$ cat src/rtl/spi_cs.sv
// SPI master with automatic chip-select framing of multi-byte bursts.
// A byte engine shifts MOSI/MISO MSB first; a three-state controller owns CS_n.
module spi_cs #(
  parameter int SPI_MODE          = 0,
  parameter int CLKS_PER_HALF_BIT = 2,
  parameter int MAX_BYTES_PER_CS  = 2,
  parameter int CS_INACTIVE_CLKS  = 1,
  localparam int CW = $clog2(MAX_BYTES_PER_CS + 1)
) (
  input  logic          system_clk,
  input  logic          reset,
  input  logic [CW-1:0] i_TX_Count,
  input  logic [7:0]    TX_Byte,
  input  logic          TX_valid,
  output logic          TX_start,
  output logic [CW-1:0] o_RX_Count,
  output logic          RX_valid,
  output logic [7:0]    RX_Byte,
  output logic          SPI_Clk,
  input  logic          SPI_MISO,
  output logic          SPI_MOSI,
  output logic          o_SPI_CS_n
);

  localparam logic CPOL = (SPI_MODE == 2) || (SPI_MODE == 3);
  localparam logic CPHA = (SPI_MODE == 1) || (SPI_MODE == 3);

  localparam int HW = $clog2(2 * CLKS_PER_HALF_BIT);
  localparam logic [HW-1:0] C_HALF_LAST = HW'(CLKS_PER_HALF_BIT - 1);
  localparam logic [HW-1:0] C_FULL_LAST = HW'(2 * CLKS_PER_HALF_BIT - 1);

  localparam int IW = (CS_INACTIVE_CLKS > 0) ? $clog2(CS_INACTIVE_CLKS + 1) : 1;

  localparam logic [1:0] S_IDLE        = 2'd0;
  localparam logic [1:0] S_TRANSFER    = 2'd1;
  localparam logic [1:0] S_CS_INACTIVE = 2'd2;

  // Burst controller
  logic [1:0]    r_state;
  logic          r_cs_n;
  logic [CW-1:0] r_remaining;
  logic [IW-1:0] r_inact_cnt;
  logic [CW-1:0] r_rx_count;

  // Byte engine
  logic          r_busy;
  logic          r_spi_clk;
  logic          r_leading;
  logic          r_trailing;
  logic [4:0]    r_edge_cnt;
  logic [HW-1:0] r_half_cnt;
  logic [7:0]    r_tx_byte;
  logic [2:0]    r_tx_bit;
  logic          r_mosi;
  logic [6:0]    r_rx_shift;
  logic [2:0]    r_rx_bit;
  logic [7:0]    r_rx_byte;
  logic          r_rx_valid;

  logic          w_can_accept;
  logic          w_accept;
  logic          w_tx_shift;
  logic          w_rx_sample;
  logic          w_rx_done;
  logic          w_cs_release;

  // A request is taken only when the controller can start a byte; TX_start
  // advertises that opportunity while no request is pending.
  assign w_can_accept = reset &&
                        ((r_state == S_IDLE) ||
                         ((r_state == S_TRANSFER) && !r_busy && (r_remaining != '0)));
  assign w_accept     = w_can_accept && TX_valid;
  assign TX_start     = w_can_accept && !TX_valid;

  assign w_cs_release = (r_state == S_TRANSFER) && !r_busy && (r_remaining == '0);
  assign w_tx_shift   = CPHA ? r_leading : r_trailing;
  assign w_rx_sample  = CPHA ? r_trailing : r_leading;
  assign w_rx_done    = w_rx_sample && (r_rx_bit == 3'd0);

  // NOTE: every flop below uses non-blocking assignment so all registers see
  // pre-edge values; the reset branch is synchronous and clears every register.
  always_ff @(posedge system_clk) begin
    if (!reset) begin
      r_state     <= S_IDLE;
      r_cs_n      <= 1'b1;
      r_remaining <= '0;
      r_inact_cnt <= '0;
      r_rx_count  <= '0;
    end else begin
      case (r_state)
        S_IDLE: begin
          if (TX_valid) begin
            r_cs_n      <= 1'b0;
            r_remaining <= (i_TX_Count == '0) ? '0 : i_TX_Count - CW'(1);
            r_state     <= S_TRANSFER;
          end
        end
        S_TRANSFER: begin
          if (w_cs_release) begin
            r_cs_n      <= 1'b1;
            r_inact_cnt <= IW'(CS_INACTIVE_CLKS);
            r_state     <= S_CS_INACTIVE;
          end else if (w_accept) begin
            r_remaining <= r_remaining - CW'(1);
          end
        end
        S_CS_INACTIVE: begin
          if (r_inact_cnt == '0) r_state <= S_IDLE;
          else                   r_inact_cnt <= r_inact_cnt - IW'(1);
        end
        default: r_state <= S_IDLE;
      endcase

      // Cleared on the same edge CS_n rises so the count is 0 whenever CS_n is high.
      if (r_cs_n || w_cs_release)
        r_rx_count <= '0;
      else if (w_rx_done && (r_rx_count != CW'(MAX_BYTES_PER_CS)))
        r_rx_count <= r_rx_count + CW'(1);
    end
  end

  // 16 SPI_Clk edges per byte, one every CLKS_PER_HALF_BIT system clocks.
  always_ff @(posedge system_clk) begin
    if (!reset) begin
      r_busy     <= 1'b0;
      r_spi_clk  <= CPOL;
      r_leading  <= 1'b0;
      r_trailing <= 1'b0;
      r_edge_cnt <= '0;
      r_half_cnt <= '0;
    end else begin
      r_leading  <= 1'b0;
      r_trailing <= 1'b0;
      if (w_accept) begin
        r_busy     <= 1'b1;
        r_edge_cnt <= 5'd16;
        r_half_cnt <= '0;
      end else if (r_edge_cnt != '0) begin
        r_busy <= 1'b1;
        if (r_half_cnt == C_FULL_LAST) begin
          r_edge_cnt <= r_edge_cnt - 5'd1;
          r_trailing <= 1'b1;
          r_half_cnt <= '0;
          r_spi_clk  <= ~r_spi_clk;
        end else if (r_half_cnt == C_HALF_LAST) begin
          r_edge_cnt <= r_edge_cnt - 5'd1;
          r_leading  <= 1'b1;
          r_half_cnt <= r_half_cnt + HW'(1);
          r_spi_clk  <= ~r_spi_clk;
        end else begin
          r_half_cnt <= r_half_cnt + HW'(1);
        end
      end else begin
        r_busy <= 1'b0;
      end
    end
  end

  // With CPHA=0 bit 7 must be on MOSI before the first (sampling) edge.
  always_ff @(posedge system_clk) begin
    if (!reset) begin
      r_tx_byte <= '0;
      r_tx_bit  <= 3'd7;
      r_mosi    <= 1'b0;
    end else if (w_accept) begin
      r_tx_byte <= TX_Byte;
      if (!CPHA) begin
        r_mosi   <= TX_Byte[7];
        r_tx_bit <= 3'd6;
      end else begin
        r_tx_bit <= 3'd7;
      end
    end else if (w_tx_shift) begin
      r_mosi   <= r_tx_byte[r_tx_bit];
      r_tx_bit <= r_tx_bit - 3'd1;
    end
  end

  always_ff @(posedge system_clk) begin
    if (!reset) begin
      r_rx_shift <= '0;
      r_rx_bit   <= 3'd7;
      r_rx_byte  <= '0;
      r_rx_valid <= 1'b0;
    end else begin
      r_rx_valid <= 1'b0;
      if (w_accept) begin
        r_rx_bit <= 3'd7;
      end else if (w_rx_sample) begin
        r_rx_shift <= {r_rx_shift[5:0], SPI_MISO};
        if (w_rx_done) begin
          r_rx_byte  <= {r_rx_shift, SPI_MISO};
          r_rx_valid <= 1'b1;
          r_rx_bit   <= 3'd7;
        end else begin
          r_rx_bit <= r_rx_bit - 3'd1;
        end
      end
    end
  end

  assign o_SPI_CS_n = r_cs_n;
  assign o_RX_Count = r_rx_count;
  assign RX_valid   = r_rx_valid;
  assign RX_Byte    = r_rx_byte;
  assign SPI_Clk    = r_spi_clk;
  assign SPI_MOSI   = r_mosi;

endmodule

$ cat config.mk
export PLATFORM = sky130hd
export DESIGN_NAME = spi_cs
export DESIGN_NICKNAME = d
export VERILOG_FILES = /design/src/rtl/spi_cs.sv
export SDC_FILE = /design/constraint.sdc
export NUM_CORES = 1
export LEC_CHECK = 0
export CORE_MARGIN = 2
export CORE_UTILIZATION = 35
export DETAILED_ROUTE_END_ITERATION = 6
export GPL_ROUTABILITY_DRIVEN = 1
export SYNTH_ARGS = -nofsm -noshare
export SYNTH_HDL_FRONTEND = slang
export SYNTH_SLANG_ARGS = --single-unit
$ cat constraint.sdc
create_clock -name system_clk -period 1.6 [get_ports system_clk]
set_input_delay 0.32 -clock system_clk [delete_from_list [all_inputs] [get_ports system_clk]]
set_output_delay 0.32 -clock system_clk [all_outputs]
set_load 0.005 [all_outputs]
==> metrics.md <==
| Metric | Value |
|---|---|
| Clock sink count | `50` |
| Worst Path Max Fanout | `3` |
| Signal arrival time at the worst endpoint | `between 1 and 1.5 ns` |
| Worst IR Drop VDD | `around 460 uV` |
| Core occupancy in the finished layout | `48.13%` |
| Worst hold slack | `0.4615 ns` |
| Number of global-route vias before repair | `1466` |
| Tot Pwr | `2.639 mW` |
| Fraction of the cycle the final worst path needs | `101.8%` |
| Worst setup slack after layout | `-0.02816 ns` |
| Kind of end point of the critical path | `output pin` |
| Global-route wire length before repair | `between 6 and 7 mm` |
| Global Route met2 Usage | `19.67%` |
| Top_reg_cell synth | `sky130_fd_sc_hd__dfxtp_1` |
| Status | `finished with violations` |
| Worst flop-to-flop path startpoint | `r_remaining[0]` |
| Hold path startpoint | `r_tx_byte[4]` |
| Critical path startpoint category | `flip-flop` |
| Number of flops mapped to enable cells by yosys | `0` |
| Data required, critical path | `about 1.3 ns` |
| Violated checks | `negative setup slack` |
| Slowest stage cell, crit path | `sky130_fd_sc_hd__dfxtp_2` |
| Peak clock frequency supported by timing | `614.2 MHz` |
| Top-level I/O count | `29` |
| DRC violation count after routing | `0` |
| Die extent in y | `81.96 um` |
| Antenna violations before repair | `0` |
| Starting utilization of the core area | `approximately 36%` |
| Number of synthesized register bits | `50` |
| Final setup violation count | `1` |
| Number of input and output port buffers inserted | `28` |
| Clock tree buffer depth | `2` |
| Critical path class | `flip-flop to output pin` |
| Path category of the worst min-delay check | `flip-flop to flip-flop` |
| Critical path buffers and inverters | `2` |
| # hold bufs at CTS | `0` |
| TritonCTS buffer count | `5` |
| Shortest clock period the worst path allows after layout | `1.628 ns` |
| Portion of the post-synthesis area used by sequential elements | `approximately 47%` |
| Library cell used as clock root buffer | `sky130_fd_sc_hd__clkbuf_8` |
| Count of maximum capacitance violations | `0` |
| ANT nets after route | `0` |
| Power per Cell Area | `931.8 nW/um^2` |
| Maximum cell stage delay along the critical path | `0.35 ns` |
| Total half-perimeter wirelength after legalization and detailed placement | `2.781 mm` |
| Post-synthesis async set-or-reset flop share | `0%` |
| Busiest layer in global routing | `met2` |
| Area overhead of the layout relative to synthesis | `33.18%` |
| Sequence of cells on the critical path | `inv_2, ha_4, o21a_4, nor4_2, buf_2` |
| Drt first pass iters | `4` |
| Length in cells of the worst reg-to-reg path | `7` |
| Share of cells above drive strength 1 | `20.50%` |
| Sink of the worst hold path | `r_tx_byte[4]` |
| Fill cell instance count of the final layout | `562` |
| Post-DR wirelength/cell | `11.29 um` |
| CP delay by family, top | `flip-flops` |
| Overflow left after global routing | `0` |
| Overall routed net length | `3.985 mm` |
| Width of the die | `81.96 um` |
| Number of standard cells after synthesis | `approximately 230` |
| Violation count after the first detailed-routing iteration | `39` |
| Layout net count | `299` |
| Slew @ Worst Pin | `0.3140 ns` |
| Static leakage | `1.218 nW` |
| Post-route setup TNS | `-0.02816 ns` |
| Final Wtd Congestion | `0.7233` |
| Clock skew | `0.009180 ns` |
| Critical R2R Capture | `SPI_Clk` |
| Antenna Diode Count | `0` |
| Area of the core region | `5886 um^2` |
| # H-tree levels | `2` |
| Final number of hold-violating endpoints | `0` |
| Min-Delay Path Depth | `2` |
| Vias post-DR | `1621` |
| Overall die area | `6717 um^2` |
| Met3 global-route usage | `2.637%` |
| Later-pin clock latency in the skew report | `roughly 0.3 ns` |
| Syn_nets | `249` |
| Total placed cells including tap cells | `343` |
| Average cell area after synthesis | `roughly 9.4 um^2` |
| Largest net degree at the start of global routing | `24` |
| Worst setup slack for register-to-register paths | `about 0.02 ns` |
| TritonCTS clock tree | `built` |
| Max Slew Vio Count | `0` |
| Count of unique library cells instantiated by Yosys | `43` |
| Post-CTS clock slew at the launch and capture registers of the worst setup and hold paths | `approximately 0.1 ns` |
| Unrepaired setup endpoints after global routing | `true` |
| Max transition margin | `78.53%` |
| Met1 Resource Use GR | `17.70%` |
| Synthesis Warnings | `0` |
| Row count | `28` |
| GRT Overall Usage | `approximately an eighth` |
| Finished Layout Cells | `between 300 and 400` |
| DR vias/cell | `between 4 and 5` |
| Post-synthesis instance area | `2127 um^2` |
## what timing repair did
action	4_1_cts	5_1_grt
setup buffers	1	0
pin swaps	1	1
cloned	1	0
endpoints found under the setup margin	29	18
gates resized for setup	22	7
## synth_stat cells, types with 2 or more instances
library cell	instances	area [um^2]
sky130_fd_sc_hd__buf_6	2	22.52
sky130_fd_sc_hd__xnor2_1	6	52.55
sky130_fd_sc_hd__ha_1	8	100.1
sky130_fd_sc_hd__o21ai_2	2	17.52
sky130_fd_sc_hd__nand3b_1	2	15.01
sky130_fd_sc_hd__mux2i_1	18	180.2
sky130_fd_sc_hd__nor3_1	2	10.01
sky130_fd_sc_hd__nor2b_1	4	25.02
sky130_fd_sc_hd__nor2_1	31	116.4
sky130_fd_sc_hd__a21oi_1	9	45.04
sky130_fd_sc_hd__inv_1	12	45.04
sky130_fd_sc_hd__nand2_1	25	93.84
sky130_fd_sc_hd__o21ai_0	14	70.07
sky130_fd_sc_hd__buf_2	3	15.01
sky130_fd_sc_hd__dfxtp_1	50	1001
sky130_fd_sc_hd__a211oi_1	3	22.52
sky130_fd_sc_hd__nand3_1	2	10.01
sky130_fd_sc_hd__xor2_1	2	17.52
sky130_fd_sc_hd__clkbuf_1	3	11.26
sky130_fd_sc_hd__nand2b_1	3	18.77
sky130_fd_sc_hd__buf_4	2	15.01
sky130_fd_sc_hd__o22ai_1	2	12.51
sky130_fd_sc_hd__nor3b_1	2	15.01
## cell type report
cell class | instances | area (um^2) | share of cell area [%]
Clock inverter | 3 | 28.78 | 1.016
Clock buffer | 5 | 68.82 | 2.429
Sequential cell | 50 | 1007 | 35.56
Tap cell | 75 | 93.84 | 3.313
Timing Repair Buffer | 53 | 514.2 | 18.15
Inverter | 12 | 45.04 | 1.590
Multi-Input combinational cell | 155 | 1075 | 37.94
## report_power, final
group | switching [mW] | leakage (nW) | total [mW] | internal [mW]
logic | 0.228 | 0.759 | 0.498 | 0.270
clock network | 0.454 | 0.0506 | 0.781 | 0.328
registers | 0.0450 | 0.408 | 1.36 | 1.32
## per-stage QoR
| stage | worst slack (ns) | area [um^2] |
|---|---|---|
| after floorplan | 0.002817 | 2135 |
| after global placement | -0.4494 | 2655 |
| after detailed placement | -0.4351 | 2655 |
| after CTS | -0.09268 | 2809 |
| after global routing | -0.08792 | 2833 |
| final | -0.02816 | 2833 |
## routing by layer
metal,routed length [um],vias up
li1,-,869
met5,0,-
met4,78,0
met3,111,6
met1,2074,728
met2,1720,18
## how the worst max path moves through the flow
stage,from,endpoint,slack (ns),cells past startpoint
2_1_floorplan,r_half_cnt[0],r_edge_cnt[4],0.003,4
3_3_place_gp,reset,TX_start,-0.45,4
3_5_place_dp,reset,TX_start,-0.44,4
4_1_cts,r_remaining[0],TX_start,-0.09,5
5_1_grt,r_remaining[0],TX_start,-0.09,5
6_report,r_remaining[0],TX_start,-0.03,5
## worst register-to-register path, delay by kind of cell (launching register included)
kind	cells	cell delay, ns
adders and majority gates	1	0.14
and+or+nand+nor	2	0.55
AOI/OAI and AO/OA	2	0.28
DFF	1	0.34
buffers and inverters	2	0.20
## layout by cell type, fill, tap and decap left out, types with 3 or more instances in the layout
master                             n
sky130_fd_sc_hd__a211oi_1          3
sky130_fd_sc_hd__a21oi_1           9
sky130_fd_sc_hd__buf_12            3
sky130_fd_sc_hd__buf_4            19
sky130_fd_sc_hd__clkbuf_8          5
sky130_fd_sc_hd__clkdlybuf4s50_1  26
sky130_fd_sc_hd__dfxtp_1          45
sky130_fd_sc_hd__dfxtp_2           5
sky130_fd_sc_hd__ha_1              6
sky130_fd_sc_hd__inv_1            10
sky130_fd_sc_hd__mux2i_1          18
sky130_fd_sc_hd__nand2_1          25
sky130_fd_sc_hd__nand2b_1          3
sky130_fd_sc_hd__nor2_1           30
sky130_fd_sc_hd__nor2b_1           4
sky130_fd_sc_hd__o21ai_0          13
sky130_fd_sc_hd__xnor2_1           6
## state kept, by name, indices dropped and copies added (netlist names), 2 cells and up
register	count
RX_Byte	8
o_RX_Count	2
r_edge_cnt	5
r_half_cnt	2
r_remaining	2
r_rx_bit	3
r_rx_shift	7
r_state	2
r_tx_bit	3
r_tx_byte	8
## cell families after synthesis
logic type | share of synthesized area, %
buffers and inverters | 5.117
adders and majority gates | 4.706
and+or+nand+nor | 18.47
xor gates and xnor gates | 3.294
DFF | 47.06
AOI/OAI and AO/OA | 11.82
muxes | 9.529
No activity file was read; power rests on OpenSTA's default activity.
